File: src/rtl/adrv9001_spi_cmd_if.sv
// Command/response, MOSI/MISO byte-stream and SPI enable bundle for adrv9001_spi_cmd.
// The slave modport is the sequencer's view; master is the view of whatever drives it.
interface adrv9001_spi_cmd_if;
  logic [14:0] cmd_addr;
  logic        cmd_rnw;
  logic [7:0]  cmd_wdata;
  logic        cmd_valid;
  logic        cmd_ready;

  logic [7:0]  rsp_rdata;
  logic        rsp_error;
  logic        rsp_valid;
  logic        rsp_ready;

  logic [7:0]  m_axis_tdata;
  logic        m_axis_tvalid;
  logic        m_axis_tready;

  logic        spi_enable;

  logic [7:0]  s_axis_tdata;
  logic        s_axis_tvalid;
  logic        s_axis_tready;

  modport slave (
    input  cmd_addr, cmd_rnw, cmd_wdata, cmd_valid,
    output cmd_ready,
    output rsp_rdata, rsp_error, rsp_valid,
    input  rsp_ready,
    output m_axis_tdata, m_axis_tvalid,
    input  m_axis_tready,
    output spi_enable,
    input  s_axis_tdata, s_axis_tvalid,
    output s_axis_tready
  );

  modport master (
    output cmd_addr, cmd_rnw, cmd_wdata, cmd_valid,
    input  cmd_ready,
    input  rsp_rdata, rsp_error, rsp_valid,
    output rsp_ready,
    input  m_axis_tdata, m_axis_tvalid,
    output m_axis_tready,
    input  spi_enable,
    output s_axis_tdata, s_axis_tvalid,
    input  s_axis_tready
  );
endinterface

File: src/rtl/adrv9001_spi_cmd.sv
// ADRV9001 register-access sequencer: builds the 3-byte SPI frame, pushes it to the
// byte-level SPI master, enables the transfer and returns the third MISO byte or a timeout.
module adrv9001_spi_cmd #(
  parameter int unsigned TIMEOUT_CYCLES = 4096,
  parameter logic [7:0]  READ_DUMMY     = 8'h00
) (
  input  logic               clk,
  input  logic               rst,
  adrv9001_spi_cmd_if.slave  bus,
  output logic               busy
);

  localparam int unsigned TW = $clog2(TIMEOUT_CYCLES + 1);
  localparam logic [TW-1:0] TO_LAST = TW'(TIMEOUT_CYCLES - 1);

  typedef enum logic [1:0] {
    IDLE    = 2'd0,
    LOAD    = 2'd1,
    WAIT_RX = 2'd2,
    RESP    = 2'd3
  } state_t;

  state_t state, state_nxt;

  logic [7:0]    frame_b0, frame_b1, frame_b2;
  logic [1:0]    byte_idx;
  logic [1:0]    rx_cnt;
  logic [TW-1:0] to_cnt;
  logic          ready_en;
  logic [7:0]    rdata_q;
  logic          error_q;

  logic          cmd_ready_c;
  logic          m_tvalid_c;
  logic [7:0]    m_tdata_c;
  logic          s_tready_c;
  logic          spi_enable_c;
  logic          rsp_valid_c;
  logic          accept;
  logic          rx_pop;
  logic          rx_last;
  logic          to_hit;

  always_ff @(posedge clk or posedge rst) begin
    if (rst) begin
      state <= IDLE;
    end else begin
      state <= state_nxt;
    end
  end

  always_comb begin
    state_nxt    = state;
    cmd_ready_c  = 1'b0;
    m_tvalid_c   = 1'b0;
    s_tready_c   = 1'b0;
    spi_enable_c = 1'b0;
    rsp_valid_c  = 1'b0;
    accept       = 1'b0;
    rx_pop       = 1'b0;
    rx_last      = 1'b0;
    to_hit       = 1'b0;

    unique case (byte_idx)
      2'd0:    m_tdata_c = frame_b0;
      2'd1:    m_tdata_c = frame_b1;
      default: m_tdata_c = frame_b2;
    endcase

    unique case (state)
      IDLE: begin
        // Stale MISO bytes win over a new command so every frame starts with an empty FIFO.
        s_tready_c  = ready_en;
        cmd_ready_c = ready_en & ~bus.s_axis_tvalid;
        accept      = bus.cmd_valid & cmd_ready_c;
        if (accept) state_nxt = LOAD;
      end
      LOAD: begin
        m_tvalid_c = 1'b1;
        if (bus.m_axis_tready && byte_idx == 2'd2) state_nxt = WAIT_RX;
      end
      WAIT_RX: begin
        s_tready_c   = 1'b1;
        spi_enable_c = (rx_cnt == 2'd0);
        rx_pop       = bus.s_axis_tvalid;
        rx_last      = rx_pop && (rx_cnt == 2'd2);
        to_hit       = !rx_last && (to_cnt == TO_LAST);
        if (rx_last || to_hit) state_nxt = RESP;
      end
      RESP: begin
        rsp_valid_c = 1'b1;
        if (bus.rsp_ready) state_nxt = IDLE;
      end
      default: state_nxt = IDLE;
    endcase
  end

  always_ff @(posedge clk or posedge rst) begin
    if (rst) begin
      ready_en <= 1'b0;
      frame_b0 <= '0;
      frame_b1 <= '0;
      frame_b2 <= '0;
      byte_idx <= '0;
      rx_cnt   <= '0;
      to_cnt   <= '0;
      rdata_q  <= '0;
      error_q  <= 1'b0;
    end else begin
      ready_en <= 1'b1;
      if (accept) begin
        frame_b0 <= {bus.cmd_rnw, bus.cmd_addr[14:8]};
        frame_b1 <= bus.cmd_addr[7:0];
        frame_b2 <= bus.cmd_rnw ? READ_DUMMY : bus.cmd_wdata;
        byte_idx <= '0;
      end
      if (state == LOAD) begin
        // Counters are held clear while loading so they start at zero on WAIT_RX entry.
        rx_cnt <= '0;
        to_cnt <= '0;
        if (bus.m_axis_tready) byte_idx <= byte_idx + 2'd1;
      end
      if (state == WAIT_RX) begin
        to_cnt <= to_cnt + TW'(1);
        if (rx_pop) rx_cnt <= rx_cnt + 2'd1;
        if (rx_last) begin
          rdata_q <= bus.s_axis_tdata;
          error_q <= 1'b0;
        end else if (to_hit) begin
          rdata_q <= '0;
          error_q <= 1'b1;
        end
      end
    end
  end

  assign bus.cmd_ready     = cmd_ready_c;
  assign bus.m_axis_tvalid = m_tvalid_c;
  assign bus.m_axis_tdata  = m_tdata_c;
  assign bus.s_axis_tready = s_tready_c;
  assign bus.spi_enable    = spi_enable_c;
  assign bus.rsp_valid     = rsp_valid_c;
  assign bus.rsp_rdata     = rdata_q;
  assign bus.rsp_error     = error_q;
  assign busy              = (state != IDLE);

endmodule

File: src/flat_wrapper.sv
// flat-port wrapper written by rule: the top's interface ports become plain ports
module adrv9001_spi_cmd_flat 
#(
  parameter int unsigned TIMEOUT_CYCLES = 4096,
  parameter logic [7:0]  READ_DUMMY     = 8'h00
)
  (clk, rst, busy, bus_cmd_addr, bus_cmd_rnw, bus_cmd_wdata, bus_cmd_valid, bus_cmd_ready, bus_rsp_rdata, bus_rsp_error, bus_rsp_valid, bus_rsp_ready, bus_m_axis_tdata, bus_m_axis_tvalid, bus_m_axis_tready, bus_spi_enable, bus_s_axis_tdata, bus_s_axis_tvalid, bus_s_axis_tready);
  adrv9001_spi_cmd_if bus_i ();
  input  logic clk;
  input  logic rst;
  output logic busy;
  input wire logic [$bits(bus_i.cmd_addr)-1:0] bus_cmd_addr;
  input wire logic [$bits(bus_i.cmd_rnw)-1:0] bus_cmd_rnw;
  input wire logic [$bits(bus_i.cmd_wdata)-1:0] bus_cmd_wdata;
  input wire logic [$bits(bus_i.cmd_valid)-1:0] bus_cmd_valid;
  output wire logic [$bits(bus_i.cmd_ready)-1:0] bus_cmd_ready;
  output wire logic [$bits(bus_i.rsp_rdata)-1:0] bus_rsp_rdata;
  output wire logic [$bits(bus_i.rsp_error)-1:0] bus_rsp_error;
  output wire logic [$bits(bus_i.rsp_valid)-1:0] bus_rsp_valid;
  input wire logic [$bits(bus_i.rsp_ready)-1:0] bus_rsp_ready;
  output wire logic [$bits(bus_i.m_axis_tdata)-1:0] bus_m_axis_tdata;
  output wire logic [$bits(bus_i.m_axis_tvalid)-1:0] bus_m_axis_tvalid;
  input wire logic [$bits(bus_i.m_axis_tready)-1:0] bus_m_axis_tready;
  output wire logic [$bits(bus_i.spi_enable)-1:0] bus_spi_enable;
  input wire logic [$bits(bus_i.s_axis_tdata)-1:0] bus_s_axis_tdata;
  input wire logic [$bits(bus_i.s_axis_tvalid)-1:0] bus_s_axis_tvalid;
  output wire logic [$bits(bus_i.s_axis_tready)-1:0] bus_s_axis_tready;
  assign bus_i.cmd_addr = bus_cmd_addr;
  assign bus_i.cmd_rnw = bus_cmd_rnw;
  assign bus_i.cmd_wdata = bus_cmd_wdata;
  assign bus_i.cmd_valid = bus_cmd_valid;
  assign bus_cmd_ready = bus_i.cmd_ready;
  assign bus_rsp_rdata = bus_i.rsp_rdata;
  assign bus_rsp_error = bus_i.rsp_error;
  assign bus_rsp_valid = bus_i.rsp_valid;
  assign bus_i.rsp_ready = bus_rsp_ready;
  assign bus_m_axis_tdata = bus_i.m_axis_tdata;
  assign bus_m_axis_tvalid = bus_i.m_axis_tvalid;
  assign bus_i.m_axis_tready = bus_m_axis_tready;
  assign bus_spi_enable = bus_i.spi_enable;
  assign bus_i.s_axis_tdata = bus_s_axis_tdata;
  assign bus_i.s_axis_tvalid = bus_s_axis_tvalid;
  assign bus_s_axis_tready = bus_i.s_axis_tready;
  adrv9001_spi_cmd #(.TIMEOUT_CYCLES(TIMEOUT_CYCLES), .READ_DUMMY(READ_DUMMY)) u_core (.clk(clk), .rst(rst), .bus(bus_i), .busy(busy));
endmodule
File: config.mk
export PLATFORM = sky130hd
export DESIGN_NAME = adrv9001_spi_cmd_flat
export DESIGN_NICKNAME = d
export VERILOG_FILES = /design/src/rtl/adrv9001_spi_cmd_if.sv /design/src/rtl/adrv9001_spi_cmd.sv /design/src/flat_wrapper.sv
export SDC_FILE = /design/constraint.sdc
export NUM_CORES = 1
export LEC_CHECK = 0
export ABC_AREA = 1
export BUFFER_PORTS_ARGS = -buffer_cell sky130_fd_sc_hd__buf_2
export CAP_MARGIN = 20
export CORE_MARGIN = 1
export CORE_UTILIZATION = 40
export CTS_CLUSTER_SIZE = 20
export DETAILED_ROUTE_END_ITERATION = 8
export MAX_ROUTING_LAYER = met4
export PLACE_DENSITY = 0.58
export SYNTH_ARGS = -nofsm -noshare
export SYNTH_HDL_FRONTEND = slang
export SYNTH_SLANG_ARGS = --single-unit
File: constraint.sdc
create_clock -name clk -period 1.8 [get_ports clk]
set_input_delay 0.09 -clock clk [delete_from_list [all_inputs] [get_ports clk]]
set_output_delay 0.09 -clock clk [all_outputs]
set_load 0.02 [all_outputs]
# Yosys cells after proc, flatten, opt, wreduce, memory -nomap -nowiden
# Index checks and enable logic that the tools add are counted.
[totals]
reg_bits = 53
out_inout_bits = 23
wordCells = 68
[op_classes]
add_sub_neg = 3
eq_ne = 11
mux = 28
bitwise_logic = 3
n_reduce_logical = 13
[ops]
columns = ["operator", "count"]
rows = [
  ["$mux 13", 2],
  ["$mux 8", 3],
  ["$mux 2", 10],
  ["$pmux 8 s2", 1],
  ["$add 13x1->13 const B", 1],
  ["$eq 13x12->1 const B", 1],
  ["$mux 1", 10],
  ["$eq 2x2->1 const B", 4],
  ["$pmux 2 s4", 1],
  ["$logic_not 2->1", 3],
  ["$ne 2x1->1 const B", 3],
  ["$reduce_bool 2->1", 3],
  ["$add 2x1->2 const B", 2],
  ["$eq 2x1->1 const B", 2],
  ["$reduce_and 4->1", 1],
  ["$logic_and 1x1->1", 3],
  ["$and 1x1->1", 2],
  ["$ne 2x2->1 const B", 1],
  ["$pmux 1 s2", 1],
  ["$reduce_and 2->1", 1],
  ["$logic_not 1->1", 1],
  ["$logic_or 1x1->1", 1],
  ["$not 1->1", 1],
]

# Logic depth before layout (Yosys ltp)
# Gate-level depths: netlist of the first run.
[depth]
depth_word = 7
depth_mapped = 10

# Worst setup path after synthesis of the first run
# OpenSTA, ideal clock, no wires.
[synth_timing]
path_type = "reg-to-reg"
startpoint = "reg u_core.state[0]"
endpoint = "reg u_core.to_cnt[4]"
setup_time_ps = 120
arrival_ps = 1469
t_required_ps = 1680
slack_ps = 211
stages_incl_launch_ff = 11
path_buffers = 1
synth_period_minus_slack_ps = 1589
cell_sequence = "dfrtp_1 inv_1 ha_1 buf_4 inv_1 nor2_1 clkinv_1 nand2_1 nand2_1 o21ai_0 inv_1"
[synth_between]
elab_chain_len = 2
[synth_lines]
columns = ["element", "line", "text"]
rows = [
  ["start: declaration", "adrv9001_spi_cmd.sv:23", "state_t state, state_nxt;"],
  ["start signal: assignment", "adrv9001_spi_cmd.sv:48", "state <= state_nxt;"],
  ["$eq 2x2->1 / $eq 2x1->1 (equally long branches)", "adrv9001_spi_cmd.sv:123, adrv9001_spi_cmd.sv:117", ""],
  ["$mux 13 / $reduce_bool 2->1 (equally long branches)", "--", ""],
  ["end signal: assignment", "adrv9001_spi_cmd.sv:124", "to_cnt <= to_cnt + TW'(1);"],
  ["end: declaration", "adrv9001_spi_cmd.sv:28", "logic [TW-1:0] to_cnt;"],
]
# Parallel ways exist; a longest one is shown, timed or not.
# A chain may end at the register's enable or synchronous reset.

# Worst setup path in the final report of the first run
[layout_timing]
startpoint = "reg u_core.byte_idx[0]"
endpoint = "out bus_m_axis_tdata[0]"
[layout_between]
elab_chain_len = 2
[layout_lines]
columns = ["element", "line", "text"]
rows = [
  ["start: declaration", "adrv9001_spi_cmd.sv:26", "logic [1:0] byte_idx;"],
  ["start signal: assignment", "adrv9001_spi_cmd.sv:121", "if (bus.m_axis_tready) byte_idx <= byte_idx + 2'd1;"],
  ["$eq 2x1->1 / $logic_not 2->1 (equally long branches)", "adrv9001_spi_cmd.sv:64", "unique case (byte_idx)"],
  ["$pmux 8 s2 (*)", "adrv9001_spi_cmd.sv:64", ""],
  ["end: declaration", "flat_wrapper.sv:21", "output wire logic [$bits(bus_i.m_axis_tdata)-1:0] bus_m_axis_tdata;"],
]
# Every way passes the cells marked *; elsewhere a longest branch is shown, timed or not.

==> flow_summary.yaml, run 1 <==
final_layout:
  layout.cells.most_common_list: "sky130_fd_sc_hd__nand2_1, sky130_fd_sc_hd__buf_2, sky130_fd_sc_hd__dfrtp_1"
  area.growth.synth_to_final_pct: 31.2
  share_of_layout_cells_above_drive_strength_1_pct: 23.5
  nNetsFinal: 464
  post_layout_nonfiller_instances: 492
  number_of_diodes: 0
  final_common_cell: "sky130_fd_sc_hd__nand2_1"
yosys:
  synth-seq-cells: 53
  synth_top_area_share_pct: 51.5
  yosys_warnings: 0
  dominantRegCellSynth: "sky130_fd_sc_hd__dfrtp_1"
  avgSynthCellArea_sq_um: 8.07
  synth_area_sq_um: 2570
  synth_async_sr_flop_share_pct: 100
  synth.top_cells.by_area: "sky130_fd_sc_hd__dfrtp_1, sky130_fd_sc_hd__nand2_1, sky130_fd_sc_hd__inv_1"
  synth_enable_flop_cells: 0
  synth.distinct_cells: 26
  synth_fp_nets: 367
  synth-seq-area-share_pct: 51.5
  synth_largest_area_cell: "sky130_fd_sc_hd__dfrtp_1"
  syn-instance-count: 319
critical_path:
  worst-setup-path-type: "flop to primary output"
  worstSetupStartpointType: "flop"
  worst_path_max_delay_cell: "sky130_fd_sc_hd__dfrtp_1"
  worstPathRequired_ns: 1.71
  cp.arrival_ns: 1.61
  crit_fanout: 8
  path_common_cell: "sky130_fd_sc_hd__buf_4"
  slowest_delay_ns: 0.40
  crit_path_end_kind: "primary output"
  crit_path_cells: "inv_1 > ha_1 > nor2_1 > buf_4 > nand2_1 > o211ai_1 > buf_4"
placed_design:
  dp_cells: 459
  dpl.hpwl_um: 4010
  portBuffers: 60
  final_weighted_congestion_of_routability_driven_global_placement: 0.817
routing:
  drt-vias-per-instance: 4.64
  dr_total_vias: 2282
  remaining_routing_drc_violations: 0
  total_iterations_of_the_first_detailed_routing_run: 4
  final_antenna_net_count: 0
  wl_per_cell_um: 11.7
  drt_first_iter_violations: 83
  finalWirelength_um: 5730
floorplan:
  die_x_um: 82.2
  num_io_pins: 61
  die_y_um: 82.2
  initial_util_pct: 42.5
  core.rowCount: 28
  fp.dieArea_sq_um: 6760
  placeableCoreArea_sq_um: 6060
timing:
  skew_ns: 0.00945
  slew_headroom_pct: 66.5
  setup_repair_after_global_routing_missed_its_margin: "false"
  fin_crit_sh_pct: 94.3
  max_clock_freq_ghz: 0.589
  hold_viol_final: 0
  setup-tns-final_ns: 0
  final.min_clock_period_ns: 1.70
  worst-slew-pin-transition_ns: 0.503
  setup_viol: 0
  slew_viol_final: 0
power:
  power-per-cell-area_nw_per_um2: 1450
  max-vdd-ir-drop_mv: 0.656
  leakagePower_nw: 1.85
clock_tree:
  cts_tree: "built"
  clock_sink_count: 53
  max-clock-path-buffers: 2
  clk-insertion-delay-late_ns: 0.31
  cts_htree_levels: 2
  clock_tree.root_cell: "sky130_fd_sc_hd__clkbuf_8"
  cts_buffers: 5
  clk_pin_slew_ns: 0.10
global_routing:
  wire_length_of_the_first_global_routing_pass_um: 9620
  maximum_number_of_pins_on_one_net_before_global_route_repair: 23
  globalRouteOverflowTotal: 0
  groute.usage.overall_pct: 19.4
  antenna_found_initial: 0
  first_global_vias: 2129
outcome:
  run_status: "finished clean"
run:
  maxCapViolCount: 0
min_path:
  hold_class: "input port to flop"
[cell type report]
cell class | count | area [sq um]
Fill cell | 564 | 2690
Inverter | 38 | 143
Clock buffer | 6 | 72.6
Clock inverter | 2 | 13.8
Sequential cell | 53 | 1330
Multi-Input combinational cell | 219 | 1070
Tap cell | 75 | 93.8
Timing Repair Buffer | 99 | 656
[worst paths after layout]
kind,from,to,slack (ns),cells after the start
setup / recovery,u_core.byte_idx[0],bus_m_axis_tdata[0],0.10,7
hold reg to reg,u_core.frame_b1[0],u_core.frame_b1[0],0.48,2
setup reg to reg,u_core.state[1],u_core.to_cnt[11],0.18,8
max in group asynchronous,rst,u_core.to_cnt[12],0.81,4
min in group asynchronous,rst,u_core.bus.rsp_rdata[1],0.33,3
hold / removal,bus_cmd_addr[8],u_core.frame_b0[0],0.001,3
[timing repair]
action                                  in CTS  in global routing
endpoints found under the hold margin       42                  0
hold buffers                                24                  0
endpoints found under the setup margin       0                 11
buffers inserted                             0                  1
gates resized for setup                      0                  7
[routing by layer]
metal	GRT usage [%]	vias up	part of all wire [%]
met4	5.26	0	1.1
li1	-	1188	-
met3	2.97	7	3.2
met1	27.1	1038	50
met5	-	-	0
met2	29.3	49	45
[cell families after synthesis]
logic type	share of synthesized area (%)
and+or+nand+nor	25.4
DFF	51.5
buffers and inverters	7.34
AOI/OAI and AO/OA	10.4
adders and majority gates	4.86
xor gates and xnor gates	0.340
other	0.146
[worst max-delay path, delay by kind of cell (launching register included)]
family	cells	cell delay, ns
AO/OA/AOI/OAI	1	0.09
adder cells (fa/ha/maj)	1	0.22
buffers and inverters	3	0.42
flip-flops	1	0.40
AND/OR/NAND/NOR	2	0.16
[state kept, by name (all words and copies together) (netlist names)]
name and cells:
u_core.bus.rsp_rdata 8, u_core.ready_en 1, u_core.to_cnt 13, u_core.frame_b2 8, u_core.bus.rsp_error 1, u_core.byte_idx 2, u_core.rx_cnt 2, u_core.state 2
u_core.frame_b1 8, u_core.frame_b0 8
[cells in the mapped netlist (2+ instances only)]
master                     instances
sky130_fd_sc_hd__o21ai_2           8
sky130_fd_sc_hd__ha_1             10
sky130_fd_sc_hd__dfrtp_1          53
sky130_fd_sc_hd__nor2_1           16
sky130_fd_sc_hd__o211ai_1          2
sky130_fd_sc_hd__a21oi_1          10
sky130_fd_sc_hd__nor3_1            4
sky130_fd_sc_hd__o21ai_0          13
sky130_fd_sc_hd__nand2_1         125
sky130_fd_sc_hd__inv_1            36
sky130_fd_sc_hd__a22oi_1           6
sky130_fd_sc_hd__o21a_1            2
sky130_fd_sc_hd__nand3_1          17
sky130_fd_sc_hd__clkbuf_1          5
[metrics by stage]
step                      power [mW]  util, %  cell area, sq um  setup slack, ns  hold WS [ns]
final                           4.89     55.7              3380            0.103       0.00119
after global routing            5.35     55.7              3380          0.00836        0.0129
after CTS                       4.89     55.3              3350          0.00541       0.00263
after detailed placement        4.15     49.9              3030           0.0525         0.121
after global placement          4.12     49.9              3030           0.0936         0.123
after floorplan                 3.36        -              2570            0.211         0.207
[power breakdown]
part	internal [mW]	switching [mW]	total, mW	leakage (nW)
clock network	0.278	0.401	0.679	0.0456
logic	0.931	1.44	2.37	1.11
registers	1.60	0.240	1.84	0.689
total	2.81	2.08	4.89	1.85
Power figures use the tool's default switching activity.
==> inputs of run 2 (changes only) <==
ABC_AREA = not set   (was 1)
CELL_PAD_IN_SITES_DETAIL_PLACEMENT = 0   (was not set)
CELL_PAD_IN_SITES_GLOBAL_PLACEMENT = 1   (was not set)
PLACE_DENSITY = 0.73   (was 0.58)
==> run 2 against run 1 <==
  * Worst setup slack gained 0.028 ns
  * Count of clock-buffer cells in the layout is the same
  * Clock skew shrank 0.0027 ns
  * Cell count shrank 18%
  * Synthesized cell count shrank 23%
  * Critical path depth shrank 1
  * First-iteration DRC count grew 33%
  * Combinational power is essentially flat
  * Fmax grew 1.7%
  * Synthesized area grew 0.34%
  * Largest power group unchanged
  * Highest routed layer unchanged
==> flow_summary.yaml, run 2 <==
outcome:
  run_status: "finished clean"
timing:
  setup_viol: 0
  setup-tns-final_ns: 0
  fin_crit_sh_pct: 92.7
  max_clock_freq_ghz: 0.599
  skew_ns: 0.00674
  final.min_clock_period_ns: 1.67
  hold_viol_final: 0
  slew_viol_final: 0
  final_layout_worst_hold_slack_ns: 0.00792
  slew_headroom_pct: 66.1
  worst-slew-pin-transition_ns: 0.507
  setup_repair_after_global_routing_missed_its_margin: "false"
routing:
  finalWirelength_um: 5430
  drt_first_iter_violations: 110
  dr_total_vias: 1997
  remaining_routing_drc_violations: 0
  total_iterations_of_the_first_detailed_routing_run: 4
  wl_per_cell_um: 13.5
  drt-vias-per-instance: 4.98
  final_antenna_net_count: 0
min_path:
  hold_class: "input port to flop"
final_layout:
  layout.cells.most_common_list: "sky130_fd_sc_hd__buf_2, sky130_fd_sc_hd__dfrtp_1, sky130_fd_sc_hd__nand2_1"
  largest_register_ff_count: 13
  share_of_layout_cells_above_drive_strength_1_pct: 33.7
  registers.top_by_ff_count: "u_core.to_cnt"
  number_of_diodes: 0
  nNetsFinal: 373
  final_common_cell: "sky130_fd_sc_hd__buf_2"
  fill_cell_count: 573
  area.growth.synth_to_final_pct: 25.7
global_routing:
  globalRouteMet3Util_pct: 3.74
  met1_usage_pct: 23.2
  groute.usage.overall_pct: 18.0
  globalRouteOverflowTotal: 0
  met2_usage_pct: 28.5
  antenna_found_initial: 0
  first_global_vias: 1922
  wire_length_of_the_first_global_routing_pass_um: 8810
  maximum_number_of_pins_on_one_net_before_global_route_repair: 35
  top_usage_layer: "met2"
yosys:
  portion_of_netlist_area_occupied_by_mux_cells_pct: 7.75
  synth_top_area_share_pct: 51.4
  syn-instance-count: 245
  dominantRegCellSynth: "sky130_fd_sc_hd__dfrtp_1"
  synth_xor_area_share_pct: 2.03
  synth.top_cells.by_area: "sky130_fd_sc_hd__dfrtp_1, sky130_fd_sc_hd__mux2_2, sky130_fd_sc_hd__nand2_1"
  synth_compound_area_share_pct: 11.2
  yosys_warnings: 0
  synth_fp_nets: 293
  synth.distinct_cells: 40
  synth_common_cells: "sky130_fd_sc_hd__dfrtp_1, sky130_fd_sc_hd__nand2_1, sky130_fd_sc_hd__mux2_2, sky130_fd_sc_hd__inv_1, sky130_fd_sc_hd__o21ai_0"
  post_synthesis_share_of_cell_area_spent_on_and_or_nand_and_nor_gates_pct: 18.6
  avgSynthCellArea_sq_um: 10.5
  synth_enable_flop_cells: 0
  synth_top_family_by_area: "simple AND/OR/NAND/NOR gates"
  synth-seq-cells: 53
  synthAdderAreaFrac_pct: 4.84
  synth-seq-area-share_pct: 51.4
  synth_largest_area_cell: "sky130_fd_sc_hd__dfrtp_1"
  synth_async_sr_flop_share_pct: 100
  synth.most_common_cell: "sky130_fd_sc_hd__dfrtp_1"
  synth_area_sq_um: 2580
critical_path:
  crit_fanout: 34
  reg2reg_setup_slack_ns: 0.13
  crit_path_end_kind: "flop"
  cp.arrival_ns: 1.87
  worstPathRequired_ns: 2.00
  worstSetupStartpointType: "flop"
  worst-setup-path-type: "flop to flop"
placed_design:
  final_weighted_congestion_of_routability_driven_global_placement: 0.780
  portBuffers: 60
  dpl.hpwl_um: 3890
floorplan:
  fp.dieArea_sq_um: 6780
  die_x_um: 82.4
  die_y_um: 82.4
  core.rowCount: 28
  num_io_pins: 61
  placeableCoreArea_sq_um: 6060
  initial_util_pct: 42.6
run:
  maxCapViolCount: 0
clock_tree:
  cts_htree_levels: 2
  clock_sink_count: 53
  clk_pin_slew_ns: 0.10
  cts_resized: 0
  cts_tree: "built"
  cts_buffers: 5
  clk-insertion-delay-late_ns: 0.31
  cts_setup_buffers: 0
  max-clock-path-buffers: 2
  clock_tree.root_cell: "sky130_fd_sc_hd__clkbuf_8"
power:
  max-vdd-ir-drop_mv: 0.723
  leakagePower_nw: 1.64
  power-per-cell-area_nw_per_um2: 1550
[run 2: changes by cell type after synthesis, sizes merged, moves of 4 or more]
cell	delta
a22o	+8
nor2	-6
mux2	+16
a21oi	-7
nand3	-9
o21ai	-7
nor4	+4
nand2b	+8
nand3b	+4
xnor2	+6
inv	-22
nand2	-83
[run 2: path summary, 6_finish.rpt]
| kind | to | from | cells after the start |
|---|---|---|---|
| max | u_core.frame_b0[3] | u_core.state[0] | 6 |
| min | u_core.frame_b0[1] | bus_cmd_addr[9] | 2 |
| max reg2reg | u_core.frame_b0[3] | u_core.state[0] | 6 |
| min reg2reg | u_core.frame_b2[5] | u_core.frame_b2[5] | 2 |
| max in group asynchronous | u_core.ready_en | rst | 4 |
| min in group asynchronous | u_core.bus.rsp_rdata[5] | rst | 3 |
[run 2: timing repair]
item / CTS / global route
hold endpoints to repair: 31 / 0
hold buffers: 10 / 0
endpoints found under the setup margin: 0 / 0
[run 2: kinds of logic (layout without fill, tap and decap cells)]
group / count (synthesis) / after routing
muxes: 18 / 18
and+or+nand+nor: 94 / 94
buffers and inverters: 23 / 104
adders and majority gates: 10 / 10
xor gates and xnor gates: 6 / 6
other: 1 / 1
DFF: 53 / 53
AOI/OAI and AO/OA: 40 / 40
[run 2: metal layers]
layer  up-vias  routed length [um]
met5         -                   0
met4         0                  57
met3         5                 214
met2        39                2590
met1       953                2560
li1       1000                   -
[run 2: power breakdown]
part           switching (mW)  internal [mW]  total (mW)
Sequential              0.240           1.61        1.85
Combinational            1.36           1.01        2.37
Clock                   0.397          0.418       0.815
[run 2: layout make-up]
| cell class | count | area (sq um) | share of cell area [%] |
|---|---|---|---|
| repair buffers | 81 | 508 | 15.6 |
| clock inverters | 2 | 38.8 | 1.19 |
| clock buffers | 6 | 72.6 | 2.24 |
| well taps | 75 | 93.8 | 2.89 |
| inverters | 15 | 56.3 | 1.73 |
| multi-input cells | 169 | 1150 | 35.5 |
| flip-flops and latches | 53 | 1330 | 40.8 |
[run 2: metrics by stage]
stage                     setup slack (ns)  util [%]  power [mW]  std cells  area, sq um
final                                0.131      53.6        5.04        401         3250
after global routing               0.00270      53.6        5.46        401         3250
after CTS                            0.114      53.6        5.12        401         3250
after detailed placement             0.136      50.1        4.26        383         3040
after global placement               0.175      50.1        4.24        383         3040
after floorplan                      0.103         -        3.42        245         2580
[run 2: critical path: stages (launching register included)]
cell and delay, ns:
sky130_fd_sc_hd__dfrtp_1 0.38, sky130_fd_sc_hd__inv_1 0.08, sky130_fd_sc_hd__ha_1 0.25, sky130_fd_sc_hd__and3b_1 0.22, sky130_fd_sc_hd__nand2_2 0.09, sky130_fd_sc_hd__buf_12 0.19
sky130_fd_sc_hd__mux2_2 0.35
